--- config.mk ---
export PLATFORM = sky130hd
export DESIGN_NAME = rf_report_arbiter
export DESIGN_NICKNAME = d
export VERILOG_FILES = /design/src/rtl/rf_rpt_pkg.sv /design/src/rtl/rpt_fifo.sv /design/src/rtl/rf_report_arbiter.sv
export SDC_FILE = /design/constraint.sdc
export NUM_CORES = 2
export LEC_CHECK = 0
export ABC_AREA = 1
export BUFFER_PORTS_ARGS = -buffer_cell sky130_fd_sc_hd__buf_2
export CELL_PAD_IN_SITES_DETAIL_PLACEMENT = 1
export CELL_PAD_IN_SITES_GLOBAL_PLACEMENT = 1
export CORE_AREA = 2 2 485 584
export DETAILED_ROUTE_END_ITERATION = 16
export DIE_AREA = 0 0 487 586
export PLACE_DENSITY_LB_ADDON = 0.1
export SKIP_LAST_GASP = 1
export SYNTH_ARGS = -nofsm -noshare
export SYNTH_HDL_FRONTEND = slang
export SYNTH_SLANG_ARGS = --single-unit
--- constraint.sdc ---
create_clock -name clk_20mhz -period 8.5 [get_ports clk_20mhz]
set_input_delay 0.425 -clock clk_20mhz [delete_from_list [all_inputs] [get_ports clk_20mhz]]
set_output_delay 0.425 -clock clk_20mhz [all_outputs]
set_load 0.02 [all_outputs]
--- src/rtl/rf_rpt_pkg.sv ---
// Shared constants for the RF report concentrator: host command words, reply/diag headers,
// default frequency word and the source-id width helper.
package rf_rpt_pkg;

    localparam logic [15:0] CMD_FREQ_HDR = 16'hCBBC;
    localparam logic [63:0] CMD_QUERY    = 64'hBBBB_111A_A222_0000;
    localparam logic [63:0] CMD_CLR_OVF  = 64'hBBBB_111A_A222_00FF;
    localparam logic [31:0] REPLY_HDR    = 32'hBBBB_BBBB;
    localparam logic [15:0] DIAG_HDR     = 16'hEEEE;
    localparam logic [43:0] FREQ_DEFAULT = 44'h08432E147AE;

    typedef enum logic {
        ARB_IDLE = 1'b0,
        ARB_HOLD = 1'b1
    } arb_state_e;

    function automatic int ch_width(input int num_ch);
        return $clog2(num_ch + 2);
    endfunction

    function automatic logic [63:0] diag_word(input logic [7:0] ch, input logic [31:0] cnt);
        return {DIAG_HDR, ch, 8'd0, cnt};
    endfunction

endpackage

--- src/rtl/rpt_fifo.sv ---
// Per-channel synchronous report FIFO; a push into a full FIFO is dropped unless a pop
// happens in the same cycle.
module rpt_fifo #(
    parameter int DEPTH = 4,
    parameter int WIDTH = 64
) (
    input  logic             clk_20mhz,
    input  logic             sys_rest,
    input  logic             push,
    input  logic [WIDTH-1:0] din,
    input  logic             pop,
    output logic [WIDTH-1:0] dout,
    output logic             empty,
    output logic             drop
);
    localparam int AW = $clog2(DEPTH);

    logic [WIDTH-1:0] mem_r [DEPTH];
    logic [AW:0]      wr_ptr_r;
    logic [AW:0]      rd_ptr_r;
    logic             full_s;
    logic             wr_en_s;
    logic             rd_en_s;

    // Status flags and accepted push/pop
    always_comb begin
        empty   = (wr_ptr_r == rd_ptr_r);
        full_s  = (wr_ptr_r[AW] != rd_ptr_r[AW]) && (wr_ptr_r[AW-1:0] == rd_ptr_r[AW-1:0]);
        rd_en_s = pop && !empty;
        wr_en_s = push && (!full_s || rd_en_s);
        drop    = push && full_s && !rd_en_s;
        dout    = mem_r[rd_ptr_r[AW-1:0]];
    end

    // Read/write pointers
    always_ff @(posedge clk_20mhz or posedge sys_rest) begin
        if (sys_rest) begin
            wr_ptr_r <= {(AW+1){1'b0}};
            rd_ptr_r <= {(AW+1){1'b0}};
        end else begin
            if (wr_en_s) begin
                wr_ptr_r <= wr_ptr_r + {{AW{1'b0}}, 1'b1};
            end
            if (rd_en_s) begin
                rd_ptr_r <= rd_ptr_r + {{AW{1'b0}}, 1'b1};
            end
        end
    end

    // Storage array, contents are don't-care while empty
    always_ff @(posedge clk_20mhz) begin
        if (wr_en_s) begin
            mem_r[wr_ptr_r[AW-1:0]] <= din;
        end
    end

endmodule

--- src/rtl/rf_report_arbiter.sv ---
// RF control-plane report concentrator: per-channel FIFOs, round-robin report port, host command
// decode and 1 s poll tick. Define RPT_OVF_REPORT_EN to add the overflow diagnostic report slot.
module rf_report_arbiter
    import rf_rpt_pkg::*;
#(
    parameter  int NUM_CH   = 8,
    parameter  int DEPTH    = 4,
    parameter  int TICK_CNT = 20000000,
    localparam int CH_W     = ch_width(NUM_CH)
) (
    input  logic                  clk_20mhz,
    input  logic                  sys_rest,
    input  logic [NUM_CH-1:0]     rpt_vld,
    input  logic [NUM_CH*64-1:0]  rpt_data,
    input  logic                  rv_uart_vld,
    input  logic [63:0]           rv_uart_data,
    input  logic [35:0]           rf_freq_data,
    input  logic [1:0]            sig_mode,
    input  logic                  send_rdy,
    output logic                  send_en,
    output logic [63:0]           send_data,
    output logic [CH_W-1:0]       send_ch,
    output logic                  tick_1s,
    output logic [43:0]           freq_rf_ctr,
    output logic                  freq_rf_ctr_stat,
    output logic [35:0]           freq_rf_ctr_slc,
    output logic [NUM_CH-1:0]     ovf_flag
);
    localparam int NREQ = NUM_CH + 2;
    localparam logic [31:0] TICK_LAST = 32'(TICK_CNT);

    logic [NUM_CH-1:0] fifo_empty_s;
    logic [NUM_CH-1:0] fifo_drop_s;
    logic [NUM_CH-1:0] fifo_pop_s;
    logic [63:0]       fifo_dout_s [NUM_CH];
    logic [NREQ-1:0]   req_s;
    logic [63:0]       req_data_s [NREQ];

    arb_state_e        state_r;
    arb_state_e        next_state_s;
    logic [CH_W-1:0]   last_grant_r;
    logic [CH_W-1:0]   grant_id_s;
    logic [CH_W-1:0]   rr_idx_s;
    logic [63:0]       grant_data_s;
    logic              grant_s;
    logic              load_s;
    logic              release_s;

    logic              local_vld_r;
    logic [63:0]       local_data_r;
    logic              local_pop_s;
    logic              diag_vld_s;
    logic [63:0]       diag_data_s;

    logic              cmd_freq_s;
    logic              cmd_query_s;
    logic              cmd_clr_s;
    logic              freq_flag_r;
    logic [31:0]       tick_cnt_r;

    for (genvar g = 0; g < NUM_CH; g++) begin : g_ch
        rpt_fifo #(.DEPTH(DEPTH), .WIDTH(64)) u_fifo (
            .clk_20mhz (clk_20mhz),
            .sys_rest  (sys_rest),
            .push      (rpt_vld[g]),
            .din       (rpt_data[g*64 +: 64]),
            .pop       (fifo_pop_s[g]),
            .dout      (fifo_dout_s[g]),
            .empty     (fifo_empty_s[g]),
            .drop      (fifo_drop_s[g])
        );
    end

    // Poll tick: counter wraps at TICK_LAST, tick follows the wrap by one cycle
    always_ff @(posedge clk_20mhz or posedge sys_rest) begin
        if (sys_rest) begin
            tick_cnt_r <= 32'd0;
            tick_1s    <= 1'b1;
        end else if (tick_cnt_r == TICK_LAST) begin
            tick_cnt_r <= 32'd0;
            tick_1s    <= 1'b1;
        end else begin
            tick_cnt_r <= tick_cnt_r + 32'd1;
            tick_1s    <= 1'b0;
        end
    end

    // Host command decode
    always_comb begin
        cmd_freq_s  = rv_uart_vld && (rv_uart_data[63:48] == CMD_FREQ_HDR);
        cmd_query_s = rv_uart_vld && (rv_uart_data == CMD_QUERY);
        cmd_clr_s   = rv_uart_vld && (rv_uart_data == CMD_CLR_OVF);
        freq_rf_ctr_slc = freq_flag_r ? freq_rf_ctr[35:0] : rf_freq_data;
    end

    // Latched host frequency word and its one-cycle update strobe
    always_ff @(posedge clk_20mhz or posedge sys_rest) begin
        if (sys_rest) begin
            freq_rf_ctr      <= FREQ_DEFAULT;
            freq_flag_r      <= 1'b0;
            freq_rf_ctr_stat <= 1'b0;
        end else begin
            freq_rf_ctr_stat <= cmd_freq_s;
            if (cmd_freq_s) begin
                freq_rf_ctr <= rv_uart_data[43:0];
                freq_flag_r <= rv_uart_data[44];
            end
        end
    end

    // Local reply slot; a fresh query overwrites an unsent reply
    always_ff @(posedge clk_20mhz or posedge sys_rest) begin
        if (sys_rest) begin
            local_vld_r  <= 1'b0;
            local_data_r <= 64'd0;
        end else if (cmd_query_s) begin
            local_vld_r  <= 1'b1;
            local_data_r <= {REPLY_HDR, 30'd0, sig_mode};
        end else if (local_pop_s) begin
            local_vld_r  <= 1'b0;
        end
    end

    // Sticky drop flags; the clear command beats a same-cycle drop
    always_ff @(posedge clk_20mhz or posedge sys_rest) begin
        if (sys_rest) begin
            ovf_flag <= {NUM_CH{1'b0}};
        end else if (cmd_clr_s) begin
            ovf_flag <= {NUM_CH{1'b0}};
        end else begin
            ovf_flag <= ovf_flag | fifo_drop_s;
        end
    end

`ifdef RPT_OVF_REPORT_EN
    logic [31:0] drop_cnt_r;
    logic [31:0] drop_cnt_next_s;
    logic [32:0] drop_sum_s;
    logic [7:0]  drop_ch_s;
    logic        diag_vld_r;
    logic [63:0] diag_data_r;
    logic        diag_pop_s;

    // Saturating drop count and lowest dropping channel for the diag word
    always_comb begin
        drop_ch_s  = 8'd0;
        drop_sum_s = {1'b0, drop_cnt_r};
        for (int i = NUM_CH - 1; i >= 0; i--) begin
            if (fifo_drop_s[i]) begin
                drop_ch_s  = 8'(i);
                drop_sum_s = drop_sum_s + 33'd1;
            end else begin
                drop_sum_s = drop_sum_s;
            end
        end
        drop_cnt_next_s = drop_sum_s[32] ? 32'hFFFF_FFFF : drop_sum_s[31:0];
        diag_pop_s      = load_s && (grant_id_s == CH_W'(NUM_CH + 1));
        diag_vld_s      = diag_vld_r;
        diag_data_s     = diag_data_r;
    end

    // Drop counter and diagnostic slot
    always_ff @(posedge clk_20mhz or posedge sys_rest) begin
        if (sys_rest) begin
            drop_cnt_r  <= 32'd0;
            diag_vld_r  <= 1'b0;
            diag_data_r <= 64'd0;
        end else begin
            drop_cnt_r <= cmd_clr_s ? 32'd0 : drop_cnt_next_s;
            if (|fifo_drop_s && !diag_vld_r) begin
                diag_vld_r  <= 1'b1;
                diag_data_r <= diag_word(drop_ch_s, drop_cnt_next_s);
            end else if (diag_pop_s) begin
                diag_vld_r  <= 1'b0;
            end
        end
    end
`else
    // Diagnostic slot absent: never requests
    always_comb begin
        diag_vld_s  = 1'b0;
        diag_data_s = 64'd0;
    end
`endif

    // Requester vector and round-robin search starting after the last grant
    always_comb begin
        for (int i = 0; i < NUM_CH; i++) begin
            req_s[i]      = !fifo_empty_s[i];
            req_data_s[i] = fifo_dout_s[i];
        end
        req_s[NUM_CH]        = local_vld_r;
        req_data_s[NUM_CH]   = local_data_r;
        req_s[NUM_CH+1]      = diag_vld_s;
        req_data_s[NUM_CH+1] = diag_data_s;

        grant_s      = 1'b0;
        grant_id_s   = {CH_W{1'b0}};
        grant_data_s = 64'd0;
        rr_idx_s     = {CH_W{1'b0}};
        for (int k = 1; k <= NREQ; k++) begin
            rr_idx_s = CH_W'((int'(last_grant_r) + k) % NREQ);
            if (!grant_s && req_s[rr_idx_s]) begin
                grant_s      = 1'b1;
                grant_id_s   = rr_idx_s;
                grant_data_s = req_data_s[rr_idx_s];
            end else begin
                grant_s = grant_s;
            end
        end
    end

    // Arbiter next state and per-requester pop strobes
    always_comb begin
        next_state_s = state_r;
        load_s       = 1'b0;
        release_s    = 1'b0;
        case (state_r)
            ARB_IDLE: begin
                if (grant_s) begin
                    load_s       = 1'b1;
                    next_state_s = ARB_HOLD;
                end else begin
                    next_state_s = ARB_IDLE;
                end
            end
            ARB_HOLD: begin
                if (send_rdy) begin
                    release_s    = 1'b1;
                    next_state_s = ARB_IDLE;
                end else begin
                    next_state_s = ARB_HOLD;
                end
            end
            default: next_state_s = ARB_IDLE;
        endcase
        for (int i = 0; i < NUM_CH; i++) begin
            fifo_pop_s[i] = load_s && (grant_id_s == CH_W'(i));
        end
        local_pop_s = load_s && (grant_id_s == CH_W'(NUM_CH));
    end

    // Arbiter state register
    always_ff @(posedge clk_20mhz or posedge sys_rest) begin
        if (sys_rest) begin
            state_r <= ARB_IDLE;
        end else begin
            state_r <= next_state_s;
        end
    end

    // Registered report port; word and id are held until accepted
    always_ff @(posedge clk_20mhz or posedge sys_rest) begin
        if (sys_rest) begin
            send_en      <= 1'b0;
            send_data    <= 64'd0;
            send_ch      <= {CH_W{1'b0}};
            last_grant_r <= CH_W'(NUM_CH + 1);
        end else if (load_s) begin
            send_en      <= 1'b1;
            send_data    <= grant_data_s;
            send_ch      <= grant_id_s;
            last_grant_r <= grant_id_s;
        end else if (release_s) begin
            send_en      <= 1'b0;
        end
    end

endmodule

==> results.sh <==
export IMPL_outcome="finished, violations left"
export IMPL_firstDrtPassIters=8
export IMPL_vias=114600
export IMPL_syn_nets=13860
export IMPL_fin_setup_tns_ns=0
export IMPL_htree_num_levels=4
export IMPL_globalplace_congestion=1.048
export IMPL_insertion_delay_ns=0.95
export IMPL_period_needed_ns=7.783
export IMPL_worst_r2r_setup_slack_ns=0.72
export IMPL_critPathCaptureType="register"
export IMPL_syn_avg_cell_area_sq_um=9.096
export IMPL_drt_iter0_drc=13150
export IMPL_synth_flop_cell="edfxtp_1"
export IMPL_start_util_pct=42.82
export IMPL_slew_violations=31
export IMPL_finalNetCount=14870
export IMPL_critPathMaxStageDelay_ns=0.97
export IMPL_rows=213
export IMPL_critPathTopFamily="simple AND/OR/NAND/NOR gates"
export IMPL_io_buffers=784
export IMPL_cts_sinks=2259
export IMPL_r2r_cells=29
export IMPL_synth_distinct_cells=73
export IMPL_relSlewSlack_pct=-4.650
export IMPL_timing_rr_end="g_ch[6].u_fifo.mem_r[0][41]$_DFFE_PP_"
export IMPL_synth_edf_count=2048
export IMPL_layout_worst_path_cycle_share_pct=91.56
export IMPL_crit_path_frequent_cell="nand2_1"
export IMPL_avgViaCountPerCell=6.345
export IMPL_grt_start_max_net_pins=176
export IMPL_grt_use_total_pct=43.47
export IMPL_boundaryPins=785
export IMPL_core_area_sq_um=279600
export IMPL_path_clk_slew_ns=0.08
export IMPL_worstSetupStartpointType="register"
export IMPL_async_flop_share_pct=9.340
export IMPL_required_ns=9.08
export IMPL_path_buf_inv=6
export IMPL_num_fill_cells=31440
export IMPL_routed_wl_um=636300
export IMPL_cts_tree="done"
export IMPL_yosys_register_bits=2259
export IMPL_dp_hpwl_um=437400
export IMPL_grt_setup_unrepaired="false"
export IMPL_root_buffer="clkbuf_16"
export IMPL_rr_startpoint="last_grant_r[0]$_DFFE_PP1N_"
export IMPL_worstPathArrival_ns=8.37
export IMPL_drtAntennaViolNets=0
export IMPL_fmax_mhz=128.5
export IMPL_die_w_um=487
export IMPL_maxCapViolations=8
export IMPL_mostFrequentLayoutCells="nand2_1 (3586), edfxtp_1 (2048), o21ai_0 (1334)"
export IMPL_ys_top_cells_by_area="edfxtp_1 (51%), nand2_1 (11%), o21ai_0 (5.9%), a21oi_1 (4.0%), dfrtp_1 (4.0%)"
export IMPL_dieArea_sq_um=285400
export IMPL_fin_worst_skew_ns=0.09692
export IMPL_cp_slowest_cell="dfstp_4"
export IMPL_wl_per_cell_um=35.22
export IMPL_ys_warn_count=0
export IMPL_finalHoldViolations=0
export IMPL_drive_above_1_share_pct=12.91
export IMPL_drcViolationCount=0
export IMPL_grt_overflow_total=0
export IMPL_violations="capacitance limit, slew limit"
export IMPL_setup_violations=0
export IMPL_syn_to_final_growth_pct=18.47
export IMPL_ctsResizeCount=0
export IMPL_dieHeight_um=586
export IMPL_yosysSeqAreaShare_pct=55.80
export IMPL_antenna_found_initial=67
export IMPL_clk_path_buf_depth=4
export IMPL_worstMarginPinSlew_ns=1.553
export IMPL_crit_type="register to register"
export IMPL_yosys_area_top_type="edfxtp_1"
export IMPL_grt_pass1_vias=114800
export IMPL_numCtsBuffers=236
export IMPL_synthCells=13160
export IMPL_path_max_fanout=44
export IMPL_min_path_type="input port to async pin"
export IMPL_grt_pass1_wl_um=880600
export IMPL_layout_commonest_cell="nand2_1"
export IMPL_syn_cell_area_sq_um=119700
export IMPL_yosysTopAreaCellShare_pct=51.37
## registers in the layout, summed over array words and instances (netlist names)
signal                flops
freq_rf_ctr_stat          1
tick_cnt_r               32
freq_rf_ctr              44
local_vld_r               1
freq_flag_r               1
local_data_r              3
last_grant_r              2
g_ch.u_fifo.wr_ptr_r     24
send_en                   1
send_ch                   4
ovf_flag                  8
send_data                64
state_r                   1
g_ch.u_fifo.rd_ptr_r     24
tick_1s                   1
g_ch.u_fifo.mem_r      2048
## metal layers
metal | part of all wire [%] | global-route usage (%) | wire (um) | vias up
met5 | 0.028 | 0 | 176 | -
met4 | 10 | 36.92 | 65780 | 24
met3 | 8.7 | 9.514 | 55510 | 1742
met2 | 45 | 67.81 | 285000 | 6265
met1 | 36 | 51.16 | 229800 | 57850
li1 | - | - | - | 48730
## Yosys cell counts, types with 126 or more instances
library cell	instances
dfrtp_1	190
clkbuf_1	862
o21ai_0	1423
nor2_1	837
nand2_1	3597
a32o_1	398
a21oi_1	959
edfxtp_1	2048
inv_1	552
o22ai_1	128
nand3_1	780
nand4_1	126
o211ai_1	240
## kinds of logic (layout without fill, tap and decap cells)
kind of cell	count (synthesis)	count (layout)	synth area share, %
adder cells (fa/ha/maj)	76	76	0.7943
AO/OA/AOI/OAI	3532	3532	17.92
buffers and inverters	1606	2796	5.167
XOR/XNOR	69	69	0.5236
flip-flops	2259	2259	55.80
AND/OR/NAND/NOR	5531	5531	19.02
multiplexers	88	88	0.7755
other	0	58	0
## how the worst max path moves through the flow
stage / slack, ns / endpoint / from / cells after the start
2_1_floorplan: 0.56 / g_ch[5].u_fifo.mem_r[1][0]$_DFFE_PP_ / last_grant_r[0]$_DFFE_PP1N_ / 31
3_3_place_gp: 1.36 / g_ch[0].u_fifo.mem_r[2][35]$_DFFE_PP_ / last_grant_r[0]$_DFFE_PP1N_ / 28
3_5_place_dp: 1.14 / g_ch[6].u_fifo.mem_r[0][10]$_DFFE_PP_ / last_grant_r[0]$_DFFE_PP1N_ / 29
4_1_cts: 1.12 / g_ch[6].u_fifo.mem_r[0][8]$_DFFE_PP_ / last_grant_r[0]$_DFFE_PP1N_ / 29
5_1_grt: 0.42 / g_ch[6].u_fifo.mem_r[0][25]$_DFFE_PP_ / last_grant_r[0]$_DFFE_PP1N_ / 29
6_report: 0.72 / g_ch[6].u_fifo.mem_r[0][41]$_DFFE_PP_ / last_grant_r[0]$_DFFE_PP1N_ / 29
## per-stage QoR
step                util [%]  std cells  cell area, sq um  hold WS (ns)  worst slack (ns)
finish                 50.73      18060            141800        0.1519            0.7171
global route           50.69      18020            141700        0.2129            0.4241
CTS                    50.64      18000            141600        0.1822             1.115
detailed placement     45.93      17010            128400        0.4627             1.140
global placement       45.93      17010            128400        0.4481             1.365
floorplan                  -      13160            119700        0.4322            0.5569
## area by class of cell
type	count	area [sq um]	area share, %
flip-flops and latches	2259	66840	47.13
multi-input cells	9296	47230	33.30
repair buffers	1772	13240	9.337
clock buffers	279	6117	4.313
well taps	3655	4573	3.224
inverters	600	2310	1.629
clock inverters	145	1371	0.9669
diodes	58	145.1	0.1023
## worst register-to-register path: cells and delay by family, from the launching register on
family | cells | cell delay (ns)
buf+inv | 6 | 1.70
simple gates | 16 | 3.28
flops | 1 | 0.97
fa+ha+maj | 2 | 0.65
xor+xnor | 1 | 0.16
compound gates | 4 | 0.67
## what timing repair did
action,4_1_cts,5_1_grt
hold buffers,569,0
hold endpoints to repair,2187,0
setup endpoints to repair,0,0
setup buffers,0,0
Power is not shown: default switching activity piles up to over one toggle a cycle in this logic, so the estimate is an artifact.
